[src/rtl/alu_result_collector_if.sv]
// alu_result_collector_if: ALU result handshake between the producer and the collector.
interface alu_result_collector_if #(
    parameter int DATA_W = 64,
    parameter int DEPTH  = 2,
    parameter int DEST_W = 5
);
    localparam int CW = $clog2(DEPTH) + 1;
    logic              flush;
    logic              in_valid;
    logic              in_ready;
    logic [DATA_W-1:0] in_result;
    logic              in_cout;
    logic [3:0]        in_status;
    logic              in_set_flags;
    logic [DEST_W-1:0] in_dest;
    logic              out_valid;
    logic              out_ready;
    logic [DATA_W-1:0] out_result;
    logic [DEST_W-1:0] out_dest;
    logic [3:0]        flags;
    logic [CW-1:0]     count;
    modport master (
        output flush, in_valid, in_result, in_cout, in_status, in_set_flags, in_dest, out_ready,
        input  in_ready, out_valid, out_result, out_dest, flags, count
    );
    modport slave (
        input  flush, in_valid, in_result, in_cout, in_status, in_set_flags, in_dest, out_ready,
        output in_ready, out_valid, out_result, out_dest, flags, count
    );
endinterface

[src/rtl/alu_result_collector.sv]
// alu_result_collector: FWFT result FIFO for write-back plus the architectural {V,C,N,Z} flag register.
module alu_result_collector #(
    parameter int DATA_W = 64,
    parameter int DEPTH  = 2,
    parameter int DEST_W = 5
) (
    input logic                   clk,
    input logic                   rst_n,
    alu_result_collector_if.slave bus
);
    localparam int PW = $clog2(DEPTH);
    localparam int CW = PW + 1;
    logic [DATA_W-1:0] res_mem  [DEPTH];
    logic [DEST_W-1:0] dest_mem [DEPTH];
    logic [PW-1:0]     wr_ptr_q, wr_ptr_d, rd_ptr_q, rd_ptr_d;
    logic [CW-1:0]     count_q, count_d;
    logic [3:0]        flags_q, flags_d;
    logic              push, pop, keep;
    assign bus.in_ready   = count_q != CW'(DEPTH);
    assign bus.out_valid  = count_q != '0;
    assign bus.out_result = bus.out_valid ? res_mem[rd_ptr_q] : '0;
    assign bus.out_dest   = bus.out_valid ? dest_mem[rd_ptr_q] : '0;
    assign bus.flags      = flags_q;
    assign bus.count      = count_q;
    assign push = bus.in_valid && bus.in_ready;
    assign pop  = bus.out_valid && bus.out_ready;
    assign keep = push && !bus.flush;
    always_comb begin
        wr_ptr_d = bus.flush ? '0 : push ? wr_ptr_q + PW'(1) : wr_ptr_q;
        rd_ptr_d = bus.flush ? '0 : pop ? rd_ptr_q + PW'(1) : rd_ptr_q;
        count_d  = bus.flush ? '0 : count_q + CW'(push) - CW'(pop);
        // carry comes from cOut, not from the status C bit
        flags_d  = keep && bus.in_set_flags
                 ? {bus.in_status[3], bus.in_cout, bus.in_status[1], bus.in_status[0]} : flags_q;
    end
    always_ff @(posedge clk or negedge rst_n) begin
        if (!rst_n) begin
            wr_ptr_q <= '0;
            rd_ptr_q <= '0;
            count_q  <= '0;
            flags_q  <= '0;
        end else begin
            wr_ptr_q <= wr_ptr_d;
            rd_ptr_q <= rd_ptr_d;
            count_q  <= count_d;
            flags_q  <= flags_d;
        end
    end
    always_ff @(posedge clk) begin
        if (keep) begin
            res_mem[wr_ptr_q]  <= bus.in_result;
            dest_mem[wr_ptr_q] <= bus.in_dest;
        end
    end
endmodule

[src/flat_wrapper.sv]
// flat-port wrapper written by rule: the top's interface ports become plain ports
module alu_result_collector_flat 
#(
    parameter int DATA_W = 64,
    parameter int DEPTH  = 2,
    parameter int DEST_W = 5
)
  (clk, rst_n, bus_flush, bus_in_valid, bus_in_result, bus_in_cout, bus_in_status, bus_in_set_flags, bus_in_dest, bus_out_ready, bus_in_ready, bus_out_valid, bus_out_result, bus_out_dest, bus_flags, bus_count);
  alu_result_collector_if #(.DATA_W(DATA_W), .DEPTH(DEPTH), .DEST_W(DEST_W)) bus_i ();
  input logic clk;
  input logic rst_n;
  input wire logic [$bits(bus_i.flush)-1:0] bus_flush;
  input wire logic [$bits(bus_i.in_valid)-1:0] bus_in_valid;
  input wire logic [$bits(bus_i.in_result)-1:0] bus_in_result;
  input wire logic [$bits(bus_i.in_cout)-1:0] bus_in_cout;
  input wire logic [$bits(bus_i.in_status)-1:0] bus_in_status;
  input wire logic [$bits(bus_i.in_set_flags)-1:0] bus_in_set_flags;
  input wire logic [$bits(bus_i.in_dest)-1:0] bus_in_dest;
  input wire logic [$bits(bus_i.out_ready)-1:0] bus_out_ready;
  output wire logic [$bits(bus_i.in_ready)-1:0] bus_in_ready;
  output wire logic [$bits(bus_i.out_valid)-1:0] bus_out_valid;
  output wire logic [$bits(bus_i.out_result)-1:0] bus_out_result;
  output wire logic [$bits(bus_i.out_dest)-1:0] bus_out_dest;
  output wire logic [$bits(bus_i.flags)-1:0] bus_flags;
  output wire logic [$bits(bus_i.count)-1:0] bus_count;
  assign bus_i.flush = bus_flush;
  assign bus_i.in_valid = bus_in_valid;
  assign bus_i.in_result = bus_in_result;
  assign bus_i.in_cout = bus_in_cout;
  assign bus_i.in_status = bus_in_status;
  assign bus_i.in_set_flags = bus_in_set_flags;
  assign bus_i.in_dest = bus_in_dest;
  assign bus_i.out_ready = bus_out_ready;
  assign bus_in_ready = bus_i.in_ready;
  assign bus_out_valid = bus_i.out_valid;
  assign bus_out_result = bus_i.out_result;
  assign bus_out_dest = bus_i.out_dest;
  assign bus_flags = bus_i.flags;
  assign bus_count = bus_i.count;
  alu_result_collector #(.DATA_W(DATA_W), .DEPTH(DEPTH), .DEST_W(DEST_W)) u_core (.clk(clk), .rst_n(rst_n), .bus(bus_i));
endmodule
[config.mk]
export PLATFORM = sky130hd
export DESIGN_NAME = alu_result_collector_flat
export DESIGN_NICKNAME = d
export VERILOG_FILES = /design/src/rtl/alu_result_collector_if.sv /design/src/rtl/alu_result_collector.sv /design/src/flat_wrapper.sv
export SDC_FILE = /design/constraint.sdc
export NUM_CORES = 1
export LEC_CHECK = 0
export ABC_AREA = 1
export CORE_ASPECT_RATIO = 0.7
export CORE_MARGIN = 10
export CORE_UTILIZATION = 48
export DETAILED_ROUTE_END_ITERATION = 10
export GPL_ROUTABILITY_DRIVEN = 0
export PLACE_DENSITY = 0.9
export SETUP_SLACK_MARGIN = 0.4
export SKIP_LAST_GASP = 1
export SYNTH_ARGS = -nofsm -noshare
export SYNTH_HDL_FRONTEND = slang
export SYNTH_SLANG_ARGS = --single-unit
[constraint.sdc]
create_clock -name clk -period 4.9 [get_ports clk]
set_clock_uncertainty 0.15 [all_clocks]
set_input_delay 0.49 -clock clk [delete_from_list [all_inputs] [get_ports clk]]
set_output_delay 0.49 -clock clk [all_outputs]
set_load 0.1 [all_outputs]
# Word level (Yosys, flattened, before mapping)
# Memories as Yosys holds them, arrays and structs flattened.
# Index checks and enable logic that the tools add are counted.
dict set report totals {
  regBits 8
  mem_bits_rw 138
  memories 2
}
dict set report op_classes {
  addsub 4
  eq_ne 1
  muxes 9
  n_reduce_logical 8
}
# name depth width read_ports rd_ports_with_merged_regs wr line
set memory_table {}
lappend memory_table {u_core.res_mem 2 64 1 0 1 alu_result_collector.sv:13} ;# logic [DATA_W-1:0] res_mem [DEPTH];
lappend memory_table {u_core.dest_mem 2 5 1 0 1 alu_result_collector.sv:14} ;# logic [DEST_W-1:0] dest_mem [DEPTH];
# op n
set ops {}
lappend ops {{64-bit two-way mux} 1}
lappend ops {{1-bit two-way mux} 6}
lappend ops {{2-bit nonzero test} 3}
lappend ops {{5-bit two-way mux} 1}
lappend ops {{1-bit logical AND} 4}
lappend ops {{1-bit adder (second input constant)} 2}
lappend ops {{2-bit by 1-bit adder with 2-bit output} 1}
lappend ops {{2-bit two-way mux} 1}
lappend ops {{2-bit != test (second input constant)} 1}
lappend ops {{2-bit by 1-bit subtractor with 2-bit output} 1}
lappend ops {{1-bit zero test} 1}

# Depth between registers and ports, before layout
# Gate-level depths: netlist (run 1).
dict set report depth {
  ltp_word 5
  depth_mapped 8
  depth_no_buf 8
}

# Least setup slack after synthesis (run 1)
# No wires, ideal clock.
dict set report synth_timing {
  path_kind {flip-flop to flip-flop}
  from {reg u_core.count_q[0], in the netlist u_core.bus.count[0]}
  to {mem u_core.dest_mem[1][0], enable pin}
  arrival_time_ns 5.025
  required_ns 4.253
  path_slack_ns -0.772
  path_stages_with_launch 5
  synth_period_minus_slack_ns 5.672
  cell_sequence {dfrtp_1 -> inv_1 -> nand2_1 -> nand2_1 -> nor2_1}
}
dict set report synth_via {
  elab_chain_cells 5
}
# item line
set synth_rtl {}
lappend synth_rtl {{start: declaration} alu_result_collector.sv:16} ;# logic [CW-1:0] count_q, count_d;
lappend synth_rtl {{start signal: assignment} alu_result_collector.sv:45} ;# count_q <= count_d;
lappend synth_rtl {{2-bit != test} alu_result_collector.sv:19} ;# assign bus.in_ready = count_q != CW'(DEPTH);
lappend synth_rtl {{net bus_in_ready} flat_wrapper.sv:20} ;# output wire logic [$bits(bus_i.in_ready)-1:0] bus_in_ready;
lappend synth_rtl {{1-bit logical AND} alu_result_collector.sv:25} ;# assign push = bus.in_valid && bus.in_ready;
lappend synth_rtl {{1-bit logical AND} alu_result_collector.sv:27} ;# assign keep = push && !bus.flush;
lappend synth_rtl {{1-bit two-way mux} alu_result_collector.sv:50} ;# if (keep) begin
lappend synth_rtl {{1-bit two-way mux (implied by the code)} alu_result_collector.sv:52} ;# dest_mem[wr_ptr_q] <= bus.in_dest;
lappend synth_rtl {{end: declaration} alu_result_collector.sv:14}
# The timed path passes the listed nets, and every way through them passes these cells.

# Worst setup path after layout (run 1)
dict set report layout_timing {
  from {reg u_core.rd_ptr_q}
  to {out bus_out_result[37]}
}
dict set report layout_via {
  elab_chain_cells 2
}
# item line
set layout_rtl {}
lappend layout_rtl {{start: declaration} alu_result_collector.sv:15} ;# logic [PW-1:0] wr_ptr_q, wr_ptr_d, rd_ptr_q, rd_ptr_d;
lappend layout_rtl {{start signal: assignment} alu_result_collector.sv:44} ;# rd_ptr_q <= rd_ptr_d;
lappend layout_rtl {{memory read 2 x 64 bit} -}
lappend layout_rtl {{64-bit two-way mux} alu_result_collector.sv:21} ;# assign bus.out_result = bus.out_valid ? res_mem[rd_ptr_q] : '0;
lappend layout_rtl {{end: declaration} flat_wrapper.sv:22} ;# output wire logic [$bits(bus_i.out_result)-1:0] bus_out_result;
# Every way passes these cells.

==> results of run 1 <==
-- layer usage --
layer,track usage [%],vias up
met5,0,-
met4,6.55,0
met3,7.21,26
met2,25.4,171
met1,19.4,1857
li1,-,1795
-- area by class of cell --
cell class | count | area (sq um)
well taps | 153 | 191
flip-flops and latches | 146 | 4350
multi-input cells | 243 | 1080
diodes | 1 | 2.50
clock buffers | 18 | 429
repair buffers | 160 | 1440
clock inverters | 14 | 163
inverters | 8 | 30.0
fillers | 796 | 3530
-- worst max-delay path, stage by stage, from the launching register on --
cell and delay [ps]:
dfrtp_2 400, inv_2 630, buf_4 410, nand2_1 90, a21oi_1 180, buf_4 330
-- worst max path at each step --
stage | from | to | slack [ps] | cells past startpoint
5_1_grt | u_core.rd_ptr_q | bus_out_result[37] | 1580 | 5
3_5_place_dp | bus_in_valid | u_core.res_mem[0][40] | 1890 | 6
2_1_floorplan | u_core.bus.count[0] | u_core.dest_mem[0][0] | 1000 | 4
6_report | u_core.rd_ptr_q | bus_out_result[37] | 1810 | 5
4_1_cts | u_core.rd_ptr_q | bus_out_result[37] | 1760 | 5
3_3_place_gp | bus_in_valid | u_core.res_mem[0][41] | 1930 | 6
-- cell families (layout without fill, tap and decap cells) --
family / after synthesis / after routing
compound gates: 73 / 73
simple gates: 168 / 168
flops: 146 / 146
other cells: 0 / 1
fa+ha+maj: 2 / 2
buf+inv: 30 / 200
-- state kept, by name (all words and copies together), names as in the netlist --
signal,cells
u_core.res_mem,128
u_core.bus.flags,4
u_core.bus.count,2
u_core.dest_mem,10
u_core.rd_ptr_q,1
u_core.wr_ptr_q,1
-- cells in the mapped netlist, drive strengths merged --
| master | n | area share [%] |
|---|---|---|
| inv | 7 | 0.47 |
| nor2 | 7 | 0.74 |
| o21ai | 2 | 0.18 |
| buf | 15 | 1.4 |
| dfrtp | 8 | 3.6 |
| a21oi | 71 | 6.5 |
| nand4 | 5 | 0.56 |
| clkinv | 1 | 0.067 |
| nand3 | 2 | 0.18 |
| nand2 | 152 | 10 |
| nor3 | 1 | 0.089 |
| edfxtp | 138 | 74 |
| clkbuf | 7 | 1.7 |
| ha | 2 | 0.45 |
| or2 | 1 | 0.11 |
-- metrics by stage --
step / hold WS (ps) / setup slack (ps) / utilization (%)
final: 220 / 1810 / 68.5
after floorplan: 44.4 / 1000 / -
after global routing: 237 / 1580 / 68.5
after detailed placement: 330 / 1890 / 63.2
after global placement: 318 / 1930 / 63.2
after CTS: 214 / 1760 / 68.5
==> metrics.txt, run 1 <==
FF-to-FF Start=u_core.bus.count[1]; cts repair resizes=0; placed inst area=~7100 sq um; DP Cell Count=710; total number of vias=roughly 3800; row cnt=32; Post-Synthesis Cells=419; synth warn=0; M1 WL=5480 um; largest net degree at the start of global routing=72; Max Cap Violations=0; combinational family with the most area after synthesis=simple AND/OR/NAND/NOR gates; vias in the first global route=4021; RR Endpoint=u_core.res_mem[0][45]; routed len/inst=between 15 and 20 um; Final period util=between 60% and 70%; Die Span Y=approximately 110 um; WS Path Type=reg -> out; Routed WL=between 10000 and 15000 um; Area Overhead vs Synth=36.9%; Synth Area in Simple Gates=around an eighth; Critical Path RT=4260 ps; first-pass GRT wire length=21200 um; top routing layer in use=met4; CTS Hold Bufs=0; post-CTS setup buffer count=0; clock-pin transition on the worst setup and hold timing paths=60 ps; post-synthesis xor/xnor area fraction=0%; metal2 WL=around 6500 um; final slew viol count=0; Nets=658; fin cells=743; WP data arrival=2450 ps; DP HPWL=8840 um; net count after synthesis=501; Final setup viols=0; status=finished, final reports clean; register area share after synthesis=77.4%; drt initial violations=230; GR Overflow Total=0; # DRC=0; Synth Area in Adders=0.446%; worst-margin pin slew=1040 ps; Die Area=16500 sq um; io pins=157; gr usage total=16.3%; routed wl met3=roughly 1500 um; Worst Setup End Kind=primary output; worst r2r path cells=4; HP Class=in -> async; Compound-Gate Fraction of Synth Area=6.71%; Netlist Area Pre-Place=5610 sq um; drt via density=5.18; Clock Path Buffers=2; most frequent cells in the layout=nand2_1 (152), edfxtp_1 (138), clkdlybuf4s50_1 (86); ratio of cells with drive above 1 in the final layout=18.7%; first-pass detailed-route iteration total=5; clock latency on the worst-skew pair=slightly above 400 ps; FF+latch count, synth=146; CTS buffer count=17; synth unique cells=20; CTS Sinks=146; Reg2Reg Setup Slack=2470 ps; setup TNS=0 ps; CTS tree=yes; crit path launch type=flip-flop; RSZ-0062 raised after global routing=no; CP Max Fanout=46; clock root buffer=clkbuf_16; mux share of post-synthesis cell area=0%; initial antenna violation count=1; Buffers on Ports=155; Syn Area/Cell=13.4 sq um; Slew HR=30.7%; Detail Route Antenna Nets=0; leading cell type in the layout, fill and taps excluded=nand2_1; Hold Vio Cnt, Final=0; area of the core=11200 sq um; H-Tree Depth=4; Max Freq=323 MHz; Die Wd=149 um; Final min period=3090 ps; effective utilization at floorplan=around half; post-route cell area=7680 sq um
Power of run 1 is left out: the tool's default activity adds up to more than one toggle a clock period on the data nets, which glitch-free logic cannot reach.
==> run 2, diff against run 1 <==
- clock period: 4.9 -> 3.2 ns (I/O delays scaled with it)
==> metrics.txt, run 2 (synthesized netlist as in run 1, its figures left out) <==
Worst Setup End Kind=primary output; Nets=about 660; Die Span Y=roughly 110 um; slowest CP cell=buf_4; clock root buffer=clkbuf_16; crit path launch type=flip-flop; Critical Path RT=between 2000 and 3000 ps; Hold Vio Cnt, Final=0; DP Cell Count=713; HP Class=in -> async; setup TNS=0 ps; largest net degree at the start of global routing=approximately 70; Max Cap Violations=0; Die Wd=approximately 150 um; status=finished, final reports clean; row cnt=32; most frequent cells in the layout=nand2_1 (151), edfxtp_1 (138), clkdlybuf4s50_1 (82); Area Overhead vs Synth=51.7%; ANT cells=0; ratio of cells with drive above 1 in the final layout=20.0%; Worst path top cell family by delay=buffers and inverters; Max Freq=389 MHz; effective utilization at floorplan=50.1%; initial antenna violation count=0; CP Cell Sequence=buf_4 -> nand2_1 -> a21oi_1 -> buf_12; total number of vias=3860; Clock Path Buffers=2; dpl ws=between 800 and 900 ps; DP HPWL=10100 um; Buffers on Ports=155; final slew viol count=0; drt initial violations=249; fin cells=744; Die Area=16500 sq um; Reg2Reg Setup Slack=between 1000 and 1500 ps; CTS Hold Bufs=0; worst-margin pin slew=990 ps; WS Path Type=reg -> out; leading cell type in the layout, fill and taps excluded=nand2_1; Critical Path Max Stage Delay=590 ps; Final period util=80.4%; final worst slack=about 630 ps; H-Tree Depth=4; clock-pin transition on the worst setup and hold timing paths=around 50 ps; CTS buffer count=17; io pins=157; drt via density=5.19; first-pass detailed-route iteration total=5; Routed WL=14800 um; area of the core=11200 sq um; GR Overflow Total=0; CP Buf/Inv Count=2; first-pass GRT wire length=around 23000 um; Final min period=2570 ps; CP Max Fanout=70; Final setup viols=0; post-CTS setup buffer count=0; Slew HR=33.8%; RSZ-0062 raised after global routing=no; # DRC=0; WP data arrival=2100 ps; vias in the first global route=4079; gr usage total=17.7%; CTS tree=yes; routed len/inst=~20 um; cts repair resizes=0; clock latency on the worst-skew pair=400 ps; max reg flops=128; Largest Register=u_core.res_mem; Detail Route Antenna Nets=0; CTS Sinks=between 100 and 150
[run 2: cell count changes in the layout (fill, tap and decap cells not counted), sizes merged]
cell / previous run / this run
clkinv: 7 / 6
clkinvlp: 4 / 3
bufinv: 3 / 2
clkbuf: 18 / 20
diode: 1 / 0
buf: 74 / 81
clkdlybuf4s50: 86 / 82
[run 2: layout make-up]
cell class | count | area [sq um]
well taps | 153 | 191
flip-flops and latches | 146 | 4350
clock buffers | 20 | 437
inverters | 8 | 30.0
multi-input cells | 243 | 1090
clock inverters | 11 | 114
fillers | 622 | 2700
repair buffers | 163 | 2300
[run 2: final timing paths]
check,startpoint,to,depth (start not counted)
setup / recovery,u_core.rd_ptr_q,bus_out_result[56],4
hold / removal,rst_n,u_core.bus.flags[0],1
setup reg to reg,u_core.bus.count[0],u_core.res_mem[0][20],5
hold reg to reg,u_core.bus.flags[0],u_core.bus.flags[0],2
max in group asynchronous,rst_n,u_core.bus.count[0],1
min in group clk,bus_in_status[0],u_core.bus.flags[0],3
[run 2: layer usage]
layer	global-route usage [%]	wire, um
met4	5.00	157
met2	29.1	7500
met3	7.94	1610
met5	0	0
met1	20.3	5540
[run 2: metrics by stage]
stage	util (%)	area [sq um]	hold WS, ps
final	76.0	8520	53.6
after CTS	76.0	8520	46.2
after global placement	71.0	7970	315
after floorplan	-	5640	-126
after global routing	76.0	8520	64.2
after detailed placement	71.0	7970	321
Power of run 2 is left out for the same reason.
==> run 3, diff against run 2 <==
- CORE_UTILIZATION: 48 -> 43
- PLACE_DENSITY: 0.9 -> 0.86
- clock period: 3.2 -> 2.2 ns (I/O delays scaled with it)
==> metrics.txt, run 3 (synthesized netlist as in run 1, its figures left out) <==
Worst Hold Depth=1; total number of vias=between 4000 and 5000; Die Area=18100 sq um; final worst slack=80.0 ps; gr usage total=18.4%; first-pass GRT wire length=between 20000 and 30000 um; Buffers on Ports=155; Nets=708; HP Class=in -> reg; initial antenna violation count=0; Max Freq=472 MHz; WHS Endpoint=u_core.dest_mem[1][3]; DP Cell Count=a little over 700; Die Wd=157 um; CTS buffer count=17; area of the core=approximately 13000 sq um; Clock Path Buffers=2; row cnt=34; H-Tree Depth=4; Critical Path Max Stage Delay=500 ps; RSZ-0062 raised after global routing=yes; first-pass detailed-route iteration total=5; Final min period=2120 ps; io pins=157; fin cells=about 800; crit path launch type=flip-flop; Max Cap Violations=0; Critical Path RT=1830 ps; # DRC=0; ANT cells=0; worst-margin pin slew=approximately 430 ps; FF-to-FF Start=u_core.bus.count[1]; most used cell, CP=buf_12; WS Path Type=reg -> out; GR Overflow Total=0; clock root buffer=clkbuf_16; worst r2r path cells=7; max reg flops=128; effective utilization at floorplan=between 40% and 50%; HP Start=bus_in_dest[3]; Fin Hold WS=242 ps; Slew HR=71.3%; WP data arrival=~1800 ps; vias in the first global route=4447; DP HPWL=between 9000 and 10000 um; Area Overhead vs Synth=85.0%; routed len/inst=25.8 um; Final setup viols=0; CP Max Fanout=8; final core utilization=82.5%; drt via density=between 5 and 6; slowest CP cell=dfrtp_2; CTS tree=yes; CP startpoint=u_core.rd_ptr_q; drt initial violations=365; CP Cell Sequence=clkinv_8 -> buf_12 -> nand2_1 -> a21oi_4 -> buf_12; clock-pin transition on the worst setup and hold timing paths=approximately 60 ps; largest net degree at the start of global routing=39; RR Endpoint=u_core.res_mem[0][59]; dpl ws=~270 ps; Routed WL=20700 um; Worst Setup End Kind=primary output; Reg2Reg Setup Slack=240 ps; Final period util=96.4%; Hold Vio Cnt, Final=0; most frequent cells in the layout=edfxtp_1 (138), nand2_1 (115), buf_12 (82); Largest Register=u_core.res_mem; CTS Sinks=146; status=finished, final reports clean; Die Span Y=roughly 120 um; Filler Cells Inserted=roughly 620; leading cell type in the layout, fill and taps excluded=edfxtp_1; clock latency on the worst-skew pair=410 ps; ratio of cells with drive above 1 in the final layout=44.3%; Detail Route Antenna Nets=0; final slew viol count=0
-- run 3: cell count changes in the layout (fill, tap and decap cells not counted), moves of 18 or more --
| cell | before | now |
|---|---|---|
| nand2_2 | 0 | 23 |
| a21oi_1 | 70 | 1 |
| a21oi_4 | 1 | 40 |
| a21oi_2 | 0 | 30 |
| clkbuf_16 | 17 | 35 |
| nand2_1 | 151 | 115 |
-- run 3: stage by stage --
stage | cell area, sq um | setup TNS, ps
after floorplan | 5780 | -108370
after global routing | 10400 | 0
after detailed placement | 8210 | 0
after CTS | 9370 | 0
final | 10400 | 0
after global placement | 8210 | 0
-- run 3: critical path: cells and delay by family (launching register included) --
family / cells / cell delay (ps)
buf+inv: 3 / 490
compound gates: 1 / 220
simple gates: 1 / 110
flops: 1 / 500
-- run 3: final cells by class --
type / count / area [sq um] / share of cell area [%]
clock buffer: 18 / 429 / 4.13
clock inverter: 14 / 188 / 1.81
inverter: 8 / 50.0 / 0.482
multi-input combinational: 243 / 1830 / 17.6
sequential: 146 / 4350 / 41.9
tap: 162 / 203 / 1.95
timing repair buffer: 210 / 3340 / 32.1
-- run 3: what timing repair did --
action	in CTS	in global routing
hold buffers	1	0
pin swaps	7	33
hold endpoints to repair	8	0
resized for setup	73	103
setup buffers	7	7
setup endpoints to repair	70	137
cloned	7	22
-- run 3: worst max-delay path by stage --
stage / endpoint / slack, ps
6_report: bus_out_result[25] / 80
5_1_grt: bus_out_result[25] / 30
3_3_place_gp: u_core.res_mem[0][58] / 280
2_1_floorplan: bus_out_dest[0] / -590
3_5_place_dp: u_core.dest_mem[0][0] / 270
4_1_cts: bus_out_result[34] / 100
-- run 3: per-layer routing --
metal	share of wire (%)	GRT usage (%)	vias to the layer above
li1	-	-	1901
met1	39	20.0	2237
met2	50	32.0	224
met3	8.7	8.22	35
met4	2.0	5.39	0
met5	0	0	-
Power of run 3 is left out for the same reason.
==> RTL change: new RTL, flow settings as in run 1 <==
`DEST_W` is set to 5 in 3 places; all go to 10.
--- a/src/rtl/alu_result_collector_if.sv
+++ b/src/rtl/alu_result_collector_if.sv
@@ -4,3 +4,3 @@
     parameter int DEPTH  = 2,
-    parameter int DEST_W = 5
+    parameter int DEST_W = 10
 );
--- a/src/rtl/alu_result_collector.sv
+++ b/src/rtl/alu_result_collector.sv
@@ -4,3 +4,3 @@
     parameter int DEPTH  = 2,
-    parameter int DEST_W = 5
+    parameter int DEST_W = 10
 ) (
--- a/src/flat_wrapper.sv
+++ b/src/flat_wrapper.sv
@@ -5,3 +5,3 @@
     parameter int DEPTH  = 2,
-    parameter int DEST_W = 5
+    parameter int DEST_W = 10
 )
Ports: changed (resized bus_in_dest and bus_out_dest); port bits go from 157 to 167. No check against the original RTL was run, so the function may have changed too.
==> RTL change against run 1 <==
Sequential cell count rose by 10. Area after synthesis rose by 5.7%. Maximum frequency fell by 2.5%. Synthesized cell count rose by 6.4%. Worst setup slack got worse by 78 ps. Core utilization fell by 0.30 points. Design area rose by 5.6%. Cell count rose by 5.2%. Routed wire length rose by 3.8%. Die area rose by 4.8%. Critical endpoint is now bus_out_result[33]. Largest cell class unchanged.
Power is not shown: default switching activity piles up to over one toggle a cycle in this logic, so the estimate is an artifact.
==> RTL change: results (changes against run 1) <==
| Item | Value | Unit | Change |
|---|---|---|---|
| Status | finished clean | - |  |
| Vias post-DR | 4008 | - | +4.1% |
| Largest net degree at the start of global routing | 77 | - | +6.9% |
| Via count of the first global-routing pass | 4210 | - | +4.7% |
| Wirelength, routed | 14300 | um | +3.8% |
| Area fraction in compound gates after synthesis | 6.70 | % | about the same |
| Detailed Place HPWL | 9530 | um | +7.9% |
| Capturing point of the worst reg2reg path | u_core.bus.count[1] | - |  |
| Total number of multi-input combinational cells | 258 | - | +6.2% |
| Multi-input gate share of total cell area | 14.0 | % | -0.11 points |
| Sequential-to-total area share from yosys stat | 78.2 | % | +0.87 points |
| Count of TritonRoute iterations in the first routing pass | 6 | - | +1 |
| Slack of the worst reg-to-reg path | 2430 | ps | -40 ps |
| Cells after Synth | 446 | - | +6.4% |
| Placed cells | 750 | - | +5.6% |
| Non-clock buffers | 171 | - | +6.9% |
| Wire length of the first global-routing pass | 22300 | um | +5.1% |
| Number of nets in the layout | 699 | - | +6.2% |
| Number of enable flip-flop cells after synthesis | 148 | - | +7.2% |
| Worst EP arrival | 2530 | ps | +80 ps |
| Cells on worst reg2reg path | 9 | - | +5 |
| Util after Layout | 68.2 | % | -0.30 points |
| Longest individual stage delay on the worst path | 650 | ps | +20 ps |
| Initial detailed-routing violation count | 247 | - | +7.4% |
| Count of placed standard cells in the final layout, fillers left out | 782 | - | +5.2% |
| Worst Setup Slack post-DPL | 1970 | ps | +79.7 ps |
| Top post-synthesis cells by count | sky130_fd_sc_hd__nand2_1 (162), sky130_fd_sc_hd__edfxtp_1 (148), sky130_fd_sc_hd__a21oi_1 (74) | - |  |
[RTL change: cell types whose count changed in the layout (fill, tap and decap cells not counted), moves of 2 or more]
cell,change
sky130_fd_sc_hd__nand2_1,+10
sky130_fd_sc_hd__clkbuf_1,+2
sky130_fd_sc_hd__buf_4,+8
sky130_fd_sc_hd__clkdlybuf4s50_1,+5
sky130_fd_sc_hd__clkinv_1,-3
sky130_fd_sc_hd__edfxtp_1,+10
sky130_fd_sc_hd__inv_6,+2
sky130_fd_sc_hd__buf_12,-2
sky130_fd_sc_hd__a21oi_1,+4
sky130_fd_sc_hd__a21oi_2,+2
[RTL change: per-layer routing]
layer | up-vias | global-route usage (%) | share of wire [%]
li1 | 1900 | - | -
met1 | 1891 | 19.5 | 39
met2 | 209 | 26.4 | 49
met3 | 8 | 7.30 | 11
met4 | 0 | 3.68 | 0.46
met5 | - | 0 | 0
